[config.mk]
export PLATFORM = sky130hd
export DESIGN_NAME = boot_ctrl
export DESIGN_NICKNAME = d
export VERILOG_FILES = /design/src/rtl/boot_ctrl.sv
export SDC_FILE = /design/constraint.sdc
export NUM_CORES = 1
export LEC_CHECK = 0
export ABC_AREA = 1
export BUFFER_PORTS_ARGS = -buffer_cell sky130_fd_sc_hd__buf_2
export CORE_ASPECT_RATIO = 0.9
export CORE_MARGIN = 3
export CORE_UTILIZATION = 30
export CTS_CLUSTER_DIAMETER = 30
export DETAILED_ROUTE_END_ITERATION = 7
export PLACE_DENSITY_LB_ADDON = 0.12
export SLEW_MARGIN = 5
export SYNTH_ARGS = -nofsm -noshare
export SYNTH_HDL_FRONTEND = slang
export SYNTH_SLANG_ARGS = --single-unit
[constraint.sdc]
create_clock -name clk -period 2.02 [get_ports clk]
set_clock_uncertainty 0.15 [all_clocks]
set_input_delay 0.202 -clock clk [delete_from_list [all_inputs] [get_ports clk]]
set_output_delay 0.202 -clock clk [all_outputs]
set_load 0.05 [all_outputs]
[src/rtl/boot_ctrl.sv]
// Boot loader: receives a length-prefixed, checksummed byte stream from a host, writes it into
// shared memory from address 0, then releases the processor and hands it the memory port.
module boot_ctrl #(
   parameter int WIDTH   = 8,
   parameter int TIMEOUT = 255
) (
   input  logic             clk,
   input  logic             reset,
   input  logic             start,
   input  logic             host_valid,
   input  logic [7:0]       host_data,
   output logic             host_ready,
   input  logic             cpu_memread,
   input  logic             cpu_memwrite,
   input  logic [WIDTH-1:0] cpu_adr,
   input  logic [WIDTH-1:0] cpu_writedata,
   output logic             mem_read,
   output logic             mem_write,
   output logic [WIDTH-1:0] mem_adr,
   output logic [WIDTH-1:0] mem_writedata,
   output logic             cpu_reset,
   output logic             busy,
   output logic             done,
   output logic             err
);

   localparam int IW = (TIMEOUT < 2) ? 1 : $clog2(TIMEOUT + 1);

   typedef enum logic [2:0] {IDLE, LEN, LOAD, CSUM, RUN, ERR} state_t;

   state_t          state_q, state_d;
   logic [7:0]      cnt_q, cnt_d;
   logic [7:0]      sum_q, sum_d;
   logic [7:0]      len_q, len_d;
   logic [IW-1:0]   idle_q, idle_d;
   logic            in_xfer;
   logic            accept;

   assign in_xfer    = (state_q == LEN) || (state_q == LOAD) || (state_q == CSUM);
   assign accept     = host_valid && in_xfer;
   assign host_ready = in_xfer;
   assign cpu_reset  = (state_q != RUN);
   assign busy       = in_xfer;
   assign done       = (state_q == RUN);
   assign err        = (state_q == ERR);

   always_comb begin
      state_d = state_q;
      cnt_d   = cnt_q;
      sum_d   = sum_q;
      len_d   = len_q;
      case (state_q)
         IDLE: if (start) state_d = LEN;
         LEN: if (accept) begin
            len_d   = host_data;
            cnt_d   = 8'd0;
            sum_d   = 8'd0;
            state_d = (host_data == 8'd0) ? CSUM : LOAD;
         end
         LOAD: if (accept) begin
            cnt_d = cnt_q + 8'd1;
            sum_d = sum_q + host_data;
            if (cnt_q == len_q - 8'd1) state_d = CSUM;
         end
         CSUM: if (accept) state_d = (host_data == sum_q) ? RUN : ERR;
         RUN, ERR: if (start) state_d = LEN;
         default: state_d = IDLE;
      endcase
      // The edge that would carry the idle count to TIMEOUT lands directly in ERR.
      if (in_xfer && !accept && idle_q == IW'(TIMEOUT - 1)) state_d = ERR;

      if (!in_xfer || accept || state_d != state_q) idle_d = '0;
      else                                          idle_d = idle_q + 1'b1;
   end

   always_comb begin
      mem_read      = 1'b0;
      mem_write     = 1'b0;
      mem_adr       = '0;
      mem_writedata = '0;
      if (state_q == RUN) begin
         mem_read      = cpu_memread;
         mem_write     = cpu_memwrite;
         mem_adr       = cpu_adr;
         mem_writedata = cpu_writedata;
      end else if (state_q == LOAD && accept) begin
         mem_write     = 1'b1;
         mem_adr       = WIDTH'(cnt_q);
         mem_writedata = WIDTH'(host_data);
      end
   end

   always_ff @(posedge clk) begin
      if (reset) begin
         state_q <= IDLE;
         cnt_q   <= 8'd0;
         sum_q   <= 8'd0;
         len_q   <= 8'd0;
         idle_q  <= '0;
      end else begin
         state_q <= state_d;
         cnt_q   <= cnt_d;
         sum_q   <= sum_d;
         len_q   <= len_d;
         idle_q  <= idle_d;
      end
   end

endmodule

[Word level (Yosys, flattened, before mapping)]
Index checks and enable logic that the tools add are counted.
Storage, ports and cells
  register bits after elaboration: 35
  input port bits: 30
  output and inout port bits: 23
  logic and storage cells: 59
Cells by class
  add/sub/neg operators: 4
  equal/unequal tests: 12
  muxes and demuxes: 21
  reductions and logical operators: 17
Operator list (count)
  8-bit two-way mux: 7
  8-bit case mux with 2 select lines: 2
  3-bit two-way mux: 6
  8-bit by 1-bit adder with 8-bit output (second input constant): 2
  8-bit == test: 2
  3-bit case mux with 4 select lines: 1
  8-bit adder: 1
  8-bit == test (second input constant): 1
  8-bit zero test: 1
  8-bit by 1-bit subtractor with 8-bit output (second input constant): 1
  3-bit by 2-bit == test with 1-bit output (second input constant): 2
  3-bit == test (second input constant): 2
  1-bit two-way mux: 5
  1-bit logical AND: 4
  1-bit logical OR: 4
  2-bit inequality test (second input constant): 2
  3-bit by 1-bit == test with 1-bit output (second input constant): 1
  3-bit zero test: 1
  3-bit inequality test: 1
  3-bit inequality test (second input constant): 1
  3-bit AND reduction: 1
  3-bit OR reduction: 1
  1-bit zero test: 2
  2-bit AND reduction: 1
  other kinds (2): 2

[Longest topological paths before layout]
  word-level depth: 11
  mapped depth: 14
  mapped depth without buffers: 14

[Worst setup path before layout]
OpenSTA, ideal clock, no wires.
  path kind: reg-to-output
  from: register state_q[0]
  to: output port mem_adr[1]
  arrival time: 2.050 ns
  required time: 1.668 ns
  slack: -0.382 ns
  stages on the path, launching flop included: 8
  buffers on the path: 2
  path through: dfxtp_1 -> buf_6 -> clkinv_1 -> nand3_4 -> nor2_8 -> inv_2 -> clkbuf_1 -> o21ai_0
On the way
  cells in the longest elaborated chain, start to end: 7
  elaborated cells on any way between the ends: 10
  classes of those cells: eq/ne (4); mux (2); reduce/logical (4)
Ends and longest elaborated chain
  start, declared: line 31  | state_t state_q, state_d;
  start signal, assigned: line 101  | state_q <= state_d;
  3-bit by 1-bit == test with 1-bit output or 3-bit by 2-bit == test with 1-bit output (tied branches): line 39, 86
  1-bit logical OR (2 in series): line 39  | assign in_xfer = (state_q == LEN) || (state_q == LOAD) || (state_q == CSUM);
  1-bit logical AND: line 40  | assign accept = host_valid && in_xfer;
  1-bit logical AND: line 86  | end else if (state_q == LOAD && accept) begin
  8-bit two-way mux: line 86
  8-bit two-way mux *: line 81  | if (state_q == RUN) begin
  end, declared: line 19  | output logic [WIDTH-1:0] mem_adr,
Every way passes the cells marked *; elsewhere a longest branch is shown, timed or not.

[Worst setup path after layout]
  from: register state_q[1]
  to: output port mem_writedata[4]
On the way
  cells in the longest elaborated chain, start to end: 7
  elaborated cells on any way between the ends: 10
  classes of those cells: eq/ne (4); mux (2); reduce/logical (4)
Ends and longest elaborated chain
  3-bit by 1-bit == test with 1-bit output or 3-bit by 2-bit == test with 1-bit output (tied branches): line 39, 86
  1-bit logical OR (2 in series): line 39
  1-bit logical AND: line 40
  1-bit logical AND: line 86
  8-bit two-way mux: line 86
  8-bit two-way mux *: line 81
  end, declared: line 20  | output logic [WIDTH-1:0] mem_writedata,
Marks and branches as above.

==> results.sh <==
export IMPL_status="finished, final reports clean"
export IMPL_fp_dieW_microns=101.1
export IMPL_final_antenna_net_count=0
export IMPL_viasPerCell=4.753
export IMPL_cp_cell_sequence="inv_1 -> nand2_1 -> nor2_2 -> buf_12 -> nand2_1 -> o21ai_2 -> buf_2"
export IMPL_cp_end_kind="output port"
export IMPL_cts_sinks=35
export IMPL_numCtsBuffers=5
export IMPL_rsz0062_at_grt="no"
export IMPL_yosys_warnings=0
export IMPL_fp_dieArea_sq_mm=0.009257
export IMPL_drt_iter0_markers=140
export IMPL_nNetsFinal=467
export IMPL_crit_family="buffers and inverters"
export IMPL_synth_net_count=408
export IMPL_cap_violations=0
export IMPL_drv_slew=0
export IMPL_required_ps=1670
export IMPL_diodes=0
export IMPL_crit_arrival_ps=1540
export IMPL_ys_ff_latch=35
export IMPL_relSlewSlack=0.7534
export IMPL_grt_pass1_wl_mm=11.04
export IMPL_async_reset_ff_frac=0
export IMPL_ctsHoldBuffers=0
export IMPL_synth_edff_count=0
export IMPL_die_y_microns=91.58
export IMPL_path_clk_slew_ps=80
export IMPL_htreeDepth=2
export IMPL_postSynthCellCount=366
export IMPL_cts_tree="yes"
export IMPL_clkLatencyLatePin_ps=290
export IMPL_synth_flop_cell="dfxtp_1"
export IMPL_gp_congestion=0.8855
export IMPL_synth_cell_types=39
export IMPL_first_global_vias=2342
export IMPL_fin_area_sq_mm=0.003009
export IMPL_timing_final_crit_share=0.9374
export IMPL_synth_seq_area_share=0.2870
export IMPL_worstHoldPathType="input pin to flop"
export IMPL_worst_pin_slew_ps=368.6
export IMPL_period_minus_slack_ps=1894
export IMPL_p_per_area_mw_per_mm2=643.7
export IMPL_syn_avg_cell_area_sq_um=6.670
export IMPL_hold_viol_final=0
export IMPL_pin_count=53
export IMPL_syn2layout_area_growth_pct=23.27
export IMPL_path_common_cell="nand2_1"
export IMPL_grt_max_degree=21
export IMPL_antenna_found_initial=0
export IMPL_first_pass_iters=5
export IMPL_floorplan_initialDensity=0.3157
export IMPL_dp_hpwl_mm=5.117
export IMPL_post_route_drc_count=0
export IMPL_cpMaxStageDelayCell="dfxtp_2"
export IMPL_path_max_fanout=18
export IMPL_cts_buffer_depth=2
export IMPL_avgRoutedWirePerCell_microns=12.35
export IMPL_syn_area_sq_mm=0.002441
export IMPL_cts_root_buf="clkbuf_8"
export IMPL_drt_wl_total_mm=6.446
export IMPL_p_leak_nw=1.375
export IMPL_placed_area_sq_mm=0.002863
export IMPL_crit_type="flop to output port"
export IMPL_cp_num_buf_inv=3
export IMPL_ir_drop_uv=335.6
export IMPL_fmax_mhz=528.1
export IMPL_grt_overflow=0
export IMPL_fin_util=0.3892
export IMPL_port_buffers=52
export IMPL_cp_start_kind="flop"
export IMPL_row_count=30
export IMPL_vias=2481
export IMPL_drive_gt1_frac=0.2629
export IMPL_coreArea_sq_mm=0.007732
export IMPL_setup_violations=0
export IMPL_grt_usage=0.1478
export IMPL_slowest_delay_ps=370
## per-layer routing
metal	wire, microns	part of all wire	vias to the layer above	GRT usage
li1	-	-	1306	-
met1	3257	0.51	1096	0.2125
met2	2667	0.41	67	0.2179
met3	368	0.057	12	0.02535
met4	152	0.024	0	0.05537
met5	0	0	-	0
## cell usage after synthesis (6+ instances only)
cell,n,area (sq um)
nand3_1,24,120.1
nor2_2,8,50.05
dfxtp_1,35,700.7
nand4_1,6,37.54
nor3_1,6,30.03
o21ai_0,34,170.2
xor2_1,6,52.55
nand2_1,81,304.0
ha_1,11,137.6
a21oi_1,27,135.1
nor2_1,32,120.1
inv_1,47,176.4
## final cells by class
class / count / area, sq um
Multi-Input combinational cell: 269 / 1519
Clock buffer: 6 / 72.57
Timing Repair Buffer: 62 / 377.9
Fill cell: 826 / 4723
Inverter: 52 / 202.7
Tap cell: 96 / 120.1
Sequential cell: 35 / 704.4
Clock inverter: 2 / 12.51
## worst register-to-register path: stages, from the launching register on
cell and delay [ps]:
dfxtp_2 360, inv_4 110, nand3_4 110, nor2_8 150
buf_4 130, buf_4 160, nor2_4 80, nor2_4 110
nand2_2 90, nor2_4 100, nand3_1 70, nand2_1 60
nor2_1 40
## logic make-up (layout without fill, tap and decap cells)
group | count (synthesis) | after routing | share of synthesized area
buffers and inverters | 62 | 122 | 0.1040
adders and majority gates | 12 | 12 | 0.06458
xor gates and xnor gates | 9 | 9 | 0.03229
DFF | 35 | 35 | 0.2870
and+or+nand+nor | 174 | 174 | 0.3491
AOI/OAI and AO/OA | 74 | 74 | 0.1630
## final timing paths
path                     start          endpoint  slack [ps]  depth (start not counted)
setup reg to reg    state_q[2]          cnt_q[7]         190                         12
hold / removal    host_data[5]          len_q[5]          70                          3
setup / recovery    state_q[1]  mem_writedata[4]         130                          7
hold reg to reg       sum_q[2]          sum_q[2]         320                          2
## metrics by stage
stage | setup slack [ps] | hold slack, ps | TNS (ps) | std cells | total power (W)
6_report | 126.5 | 69.83 | 0 | 522 | 0.001937
5_1_grt | 21.36 | 93.85 | 0 | 522 | 0.002084
4_1_cts | 32.79 | 68.40 | 0 | 521 | 0.001957
3_5_place_dp | 112.0 | 309.7 | 0 | 511 | 0.001415
3_3_place_gp | 146.4 | 305.4 | 0 | 511 | 0.001416
2_1_floorplan | -380.0 | 130.5 | -2411 | 366 | 0.001261
## sequential cells by signal, summed over array words and instances (netlist names)
name and flops:
state_q 3, len_q 8, idle_q 8, cnt_q 8
sum_q 8
## where the power goes
group / switching [W] / internal (W)
sequential: 0.0000447 / 0.000728
clock: 0.000278 / 0.000241
combinational: 0.000422 / 0.000223
total: 0.000745 / 0.00119
## what timing repair did
| action | in CTS | in global routing |
|---|---|---|
| setup buffers | 2 | 1 |
| cloned | 0 | 0 |
| resized for setup | 8 | 9 |
| pin swaps | 1 | 1 |
| endpoints found under the setup margin | 16 | 30 |
## placed cells by master (no fill, tap or decap), drive strengths merged, types with 7 or more instances in the layout
master,netlist,routed
a21oi,31,31
buf,7,57
clkbuf,3,11
dfxtp,35,35
ha,11,11
inv,51,51
nand2,83,83
nand3,27,27
nor2,46,46
nor3,7,7
o21ai,38,38
No activity file was read; power rests on OpenSTA's default activity.
